==> src/rtl/hazard_ctrl.sv <==
// Pipeline sequencer for the 5-stage MIPS-subset core: stalls, bubbles, IF/ID flush, branch PC select
// and EX operand forwarding. Define HAZARD_FWD_EN for forwarding; otherwise hazards are fully interlocked.
module hazard_ctrl #(
    parameter int unsigned BR_PENALTY = 2,
    parameter logic [31:0] BUBBLE     = 32'hFFFF_FFFF
) (
    input  logic        clk,
    input  logic        rst,
    input  logic [31:0] id_ir,
    input  logic [31:0] ex_ir,
    input  logic [31:0] mem_ir,
    input  logic [31:0] wb_ir,
    input  logic        ex_cond,
    output logic        stall_if,
    output logic        bubble_ex,
    output logic        flush_id,
    output logic        pc_sel,
    output logic [1:0]  fwd_a,
    output logic [1:0]  fwd_b
);

    localparam logic [5:0] OP_RTYPE = 6'b000000;
    localparam logic [5:0] OP_J     = 6'b000010;
    localparam logic [5:0] OP_BEQ   = 6'b000100;
    localparam logic [5:0] OP_LW    = 6'b100011;
    localparam logic [5:0] OP_SW    = 6'b101011;

    typedef enum logic {
        RUN,
        FLUSH
    } state_t;

    state_t     state_q, state_d;
    logic [2:0] cnt_q, cnt_d;

    // Destination register written by an instruction; 0 means it writes nothing we care about.
    function automatic logic [4:0] dest_of(input logic [31:0] ir);
        logic [5:0] op;
        op      = ir[31:26];
        dest_of = 5'd0;
        if (ir != BUBBLE) begin
            if (op == OP_RTYPE)
                dest_of = ir[15:11];
            else if (op[5:3] == 3'b001 || op == OP_LW)
                dest_of = ir[20:16];
        end
    endfunction

    function automatic logic src_match(
        input logic [4:0] dest,
        input logic [4:0] rs,
        input logic [4:0] rt,
        input logic       rs_used,
        input logic       rt_used
    );
        src_match = (dest != 5'd0) &&
                    ((rs_used && rs == dest) || (rt_used && rt == dest));
    endfunction

    logic [5:0] id_op;
    logic [4:0] id_rs, id_rt;
    logic       id_is_bubble;
    logic       rs_used, rt_used;
    logic [4:0] ex_dest, mem_dest, wb_dest;
    logic       hit_ex, hit_mem, hit_wb;
    logic       load_use;
    logic       branch_taken;
    logic       stall_req;

    assign id_op        = id_ir[31:26];
    assign id_rs        = id_ir[25:21];
    assign id_rt        = id_ir[20:16];
    assign id_is_bubble = (id_ir == BUBBLE);
    assign rs_used      = !id_is_bubble && (id_op != OP_J);
    assign rt_used      = !id_is_bubble &&
                          (id_op == OP_RTYPE || id_op == OP_BEQ || id_op == OP_SW);

    assign ex_dest  = dest_of(ex_ir);
    assign mem_dest = dest_of(mem_ir);
    assign wb_dest  = dest_of(wb_ir);

    assign hit_ex  = src_match(ex_dest,  id_rs, id_rt, rs_used, rt_used);
    assign hit_mem = src_match(mem_dest, id_rs, id_rt, rs_used, rt_used);
    assign hit_wb  = src_match(wb_dest,  id_rs, id_rt, rs_used, rt_used);

    assign load_use     = (ex_ir[31:26] == OP_LW) && hit_ex;
    assign branch_taken = (ex_ir[31:26] == OP_BEQ) && ex_cond;

    logic [1:0] fwd_a_c, fwd_b_c;

`ifdef HAZARD_FWD_EN
    // A load in MEM has no data yet, so only WB can supply its result.
    function automatic logic [1:0] fwd_sel(
        input logic [4:0] src,
        input logic [4:0] mdest,
        input logic       m_ok,
        input logic [4:0] wdest
    );
        fwd_sel = 2'd0;
        if (src != 5'd0) begin
            if (m_ok && mdest == src)
                fwd_sel = 2'd1;
            else if (wdest == src)
                fwd_sel = 2'd2;
        end
    endfunction

    logic mem_fwd_ok;

    assign mem_fwd_ok = (mem_ir[31:26] != OP_LW);
    assign fwd_a_c    = fwd_sel(ex_ir[25:21], mem_dest, mem_fwd_ok, wb_dest);
    assign fwd_b_c    = fwd_sel(ex_ir[20:16], mem_dest, mem_fwd_ok, wb_dest);
    assign stall_req  = load_use;
`else
    assign fwd_a_c   = 2'd0;
    assign fwd_b_c   = 2'd0;
    assign stall_req = load_use | hit_ex | hit_mem | hit_wb;
`endif

    // Stage latches capture on the falling edge, so the sequencer does too.
    always_ff @(negedge clk or negedge rst) begin
        if (!rst) begin
            state_q <= RUN;
            cnt_q   <= 3'd0;
        end else begin
            state_q <= state_d;
            cnt_q   <= cnt_d;
        end
    end

    logic stall_c, bubble_c, flush_c, pc_c;

    always_comb begin
        state_d  = state_q;
        cnt_d    = cnt_q;
        stall_c  = 1'b0;
        bubble_c = 1'b0;
        flush_c  = 1'b0;
        pc_c     = 1'b0;
        case (state_q)
            RUN: begin
                if (branch_taken) begin
                    pc_c     = 1'b1;
                    flush_c  = 1'b1;
                    bubble_c = 1'b1;
                    if (BR_PENALTY > 1) begin
                        state_d = FLUSH;
                        cnt_d   = 3'(BR_PENALTY - 1);
                    end
                end else if (stall_req) begin
                    stall_c  = 1'b1;
                    bubble_c = 1'b1;
                end
            end
            FLUSH: begin
                flush_c  = 1'b1;
                bubble_c = 1'b1;
                if (cnt_q <= 3'd1) begin
                    state_d = RUN;
                    cnt_d   = 3'd0;
                end else begin
                    cnt_d = cnt_q - 3'd1;
                end
            end
            default: begin
                state_d = RUN;
                cnt_d   = 3'd0;
            end
        endcase
    end

    // Outputs are combinational from the IRs, so they must be masked while reset is held.
    assign stall_if  = rst & stall_c;
    assign bubble_ex = rst & bubble_c;
    assign flush_id  = rst & flush_c;
    assign pc_sel    = rst & pc_c;
    assign fwd_a     = rst ? fwd_a_c : 2'd0;
    assign fwd_b     = rst ? fwd_b_c : 2'd0;

endmodule

==> config.mk <==
export PLATFORM = sky130hd
export DESIGN_NAME = hazard_ctrl
export DESIGN_NICKNAME = d
export VERILOG_FILES = /design/src/rtl/hazard_ctrl.sv
export SDC_FILE = /design/constraint.sdc
export NUM_CORES = 1
export LEC_CHECK = 0
export CAP_MARGIN = 5
export CORE_ASPECT_RATIO = 1.1
export CORE_MARGIN = 5
export CORE_UTILIZATION = 29
export CTS_BUF_LIST = sky130_fd_sc_hd__clkbuf_8
export DETAILED_ROUTE_END_ITERATION = 12
export GPL_TIMING_DRIVEN = 0
export PLACE_DENSITY = 0.88
export SLEW_MARGIN = 40
export SYNTH_ARGS = -nofsm -noshare
export SYNTH_HDL_FRONTEND = slang
export SYNTH_SLANG_ARGS = --single-unit
==> constraint.sdc <==
create_clock -name clk -period 4.9 [get_ports clk]
set_input_delay 0.49 -clock clk [delete_from_list [all_inputs] [get_ports clk]]
set_output_delay 0.49 -clock clk [all_outputs]
set_load 0.05 [all_outputs]
==> results of run 1 <==
[cell type report]
cell class                 count  area (sq um)  area share [%]
buffer                         6         38.79           1.843
clock buffer                   3         41.29           1.962
inverter                       5         18.77          0.8918
multi-input combinational    135         998.5           47.44
sequential                     4         100.1           4.756
tap                           52         65.06           3.092
timing repair buffer          84         842.1           40.01
[flip-flops by register name (all words and copies together), names as in the netlist]
register	flops
cnt_q	3
state_q	1
[metrics by stage]
step / hold slack [ns] / instances / setup slack, ns / area, sq um / util, %
finish: 0.4344 / 289 / 0.2264 / 2105 / 53.91
global route: 0.4792 / 289 / 0.1106 / 2105 / 53.91
CTS: 0.4388 / 289 / 0.07223 / 2102 / 53.85
detailed placement: 0.4202 / 286 / 0.01985 / 2062 / 52.82
global placement: 0.4249 / 286 / 0.04617 / 2062 / 52.82
floorplan: 0.3923 / 150 / 0.4415 / 1156 / -
[power by group]
part           internal, mW  total (mW)  switching, mW
sequential           0.0372      0.0398        0.00264
clock                0.0524      0.0702         0.0178
combinational        0.0865       0.144         0.0579
[final timing paths]
path	start	to	cells past startpoint
setup / recovery	state_q	flush_id	3
hold / removal	state_q	cnt_q[0]	1
setup reg to reg	cnt_q[0]	cnt_q[2]	6
hold reg to reg	state_q	cnt_q[0]	1
max in group asynchronous	rst	cnt_q[2]	1
min in group asynchronous	rst	state_q	1
[cell families after synthesis]
kind of cell,synth area share (%)
AO/OA/AOI/OAI,32.46
adder cells (fa/ha/maj),2.185
buffers and inverters,5.027
flip-flops,8.744
multiplexers,4.699
AND/OR/NAND/NOR,30.49
XOR/XNOR,16.07
other,0.3276
[routing by layer]
metal,part of all wire [%],GRT usage (%)
met5,0,0
met1,38,15.63
met2,53,26.84
met4,0.88,3.448
met3,7.6,3.704
[worst reg2reg max path: stages, from the launching register on]
cell,delay (ns)
dfrtn_1,0.44
ha_1,0.15
a21oi_1,0.03
o21ai_0,0.42
nor2_1,0.07
o21ai_0,0.14
o21ai_0,0.10
[cells in the mapped netlist, types with 3 or more instances]
cell type | instances | area share, %
a22o_1 | 9 | 6.9
or4_1 | 4 | 2.6
nor3_1 | 4 | 1.7
o22ai_1 | 3 | 1.6
a21oi_1 | 4 | 1.7
nand2_1 | 6 | 2.0
nor4_1 | 4 | 2.2
buf_4 | 4 | 2.6
nand3_1 | 3 | 1.3
dfrtn_1 | 4 | 8.7
a22oi_1 | 3 | 2.0
nor2_1 | 9 | 3.0
xor2_1 | 16 | 12
o21ai_0 | 11 | 4.8
o41a_1 | 3 | 3.0
xnor2_1 | 5 | 3.8
inv_1 | 5 | 1.6
nand4_1 | 9 | 4.9
==> impl_metrics.yaml, run 1 <==
outcome:
  status: "finished clean"
timing:
  fin_skew_ns: 0.002648
  rsz0062_at_grt: "no"
  slew_headroom_pct: 64.95
  finalHoldViolations: 0
  slew_viol_final: 0
  setup_viol: 0
  worstMarginPinSlew_ns: 0.5210
  tns_ns: 0
clock_network:
  clock_sinks: 4
  worstSkewPairLatency_ns: 0.24
  ctsHoldBuffers: 0
  cts.clk_slew.worst_paths_ns: 0.03
  cts-resized-gates: 1
  postCtsSetupRepairBufs: 0
  cts_tree: "yes"
  clock_path_buffers: 2
  htreeDepth: 1
  cts-buffers-inserted: 3
  cts-root-buf: "clkbuf_8"
final_layout:
  final_cell_mix: "clkdlybuf4s50_1 (82), xor2_1 (16), o21ai_0 (11)"
  finalNetCount: 372
  final_common_cell: "clkdlybuf4s50_1"
  nFillCells: 384
  syn_to_final_growth_pct: 83.83
  drive_above_1_share_pct: 8.439
  n_antenna_cell: 0
critical_path:
  cpPeakStageDelay_ns: 0.80
  start_kind: "register"
  crit_path_end_kind: "output port"
  cpLargestDelayFamily: "buffers and inverters"
  cp_cell_sequence: "nor2_1 -> nor2b_1 -> clkdlybuf4s50_1"
  r2r_slack_ns: 3.37
  crit_fanout: 5
  slowest_stage: "clkdlybuf4s50_1"
  worstPathRequired_ns: 4.41
  arrival_ns: 4.18
  path_buf_inv: 1
  path_class: "reg2out"
logic_synthesis:
  synthesis.area_sq_mm: 0.001145
  ys_seq_elements: 4
  seq_area_frac_synth_pct: 8.743
  syn_area_per_cell_sq_um: 7.788
  ys_warn_count: 0
  async_reset_ff_share_pct: 100.0
  synthCells: 147
  synth_cell_types: 48
  synth_flop_cell: "dfrtn_1"
  synth_edf_count: 0
drt:
  drc: 0
  drt_iter0_drc: 55
  finalWirelength_mm: 3.955
  dr.pass1.iters: 4
  vias_per_cell: 5.201
  route.vias.total: 1503
  drtAntennaViolNets: 0
  wire_per_inst_um: 13.69
place:
  gp_congestion: 0.7725
  port_buffers: 84
  hpwlAfterDp_mm: 3.539
floorplan:
  rows: 24
  core_sq_mm: 0.003904
  initial_core_util_pct: 29.33
  ios: 139
  dieHeight_um: 75.90
  die_area_sq_mm: 0.005306
  dieWidth_um: 69.91
pwr:
  power.density_mw_per_mm2: 120.9
  ir_drop_mv: 0.04228
  p_leak_nw: 0.8045
  total_power_uw: 254.4
global_routing:
  grt-ovfl-total: 0
  grt_pass1_wl_mm: 6.492
  grt_usage_pct: 14.26
  antenna_found_initial: 0
  first_global_vias: 1546
  grt_max_degree: 9
worst_hold_path:
  hold_class: "reg2reg"
job:
  drv_cap: 0
Note: power is estimated with default switching activity, not from simulation.
==> run 2: changes to the inputs <==
--- a/config.mk
+++ b/config.mk
@@ -5,7 +5,6 @@
 export SDC_FILE = /design/constraint.sdc
 export NUM_CORES = 1
 export LEC_CHECK = 0
-export CAP_MARGIN = 5
 export CORE_ASPECT_RATIO = 1.1
 export CORE_MARGIN = 5
 export CORE_UTILIZATION = 29
==> results of run 2 <==
The final DEF is identical to that of run 1; final timing and power are the same.
==> run 3: changes to the inputs <==
--- a/config.mk
+++ b/config.mk
@@ -12,7 +12,7 @@
 export DETAILED_ROUTE_END_ITERATION = 12
 export GPL_TIMING_DRIVEN = 0
 export PLACE_DENSITY = 0.88
-export SLEW_MARGIN = 40
+export SLEW_MARGIN = 20
 export SYNTH_ARGS = -nofsm -noshare
 export SYNTH_HDL_FRONTEND = slang
 export SYNTH_SLANG_ARGS = --single-unit
==> results of run 3 <==
The final DEF is identical to that of run 1; final timing and power are the same.
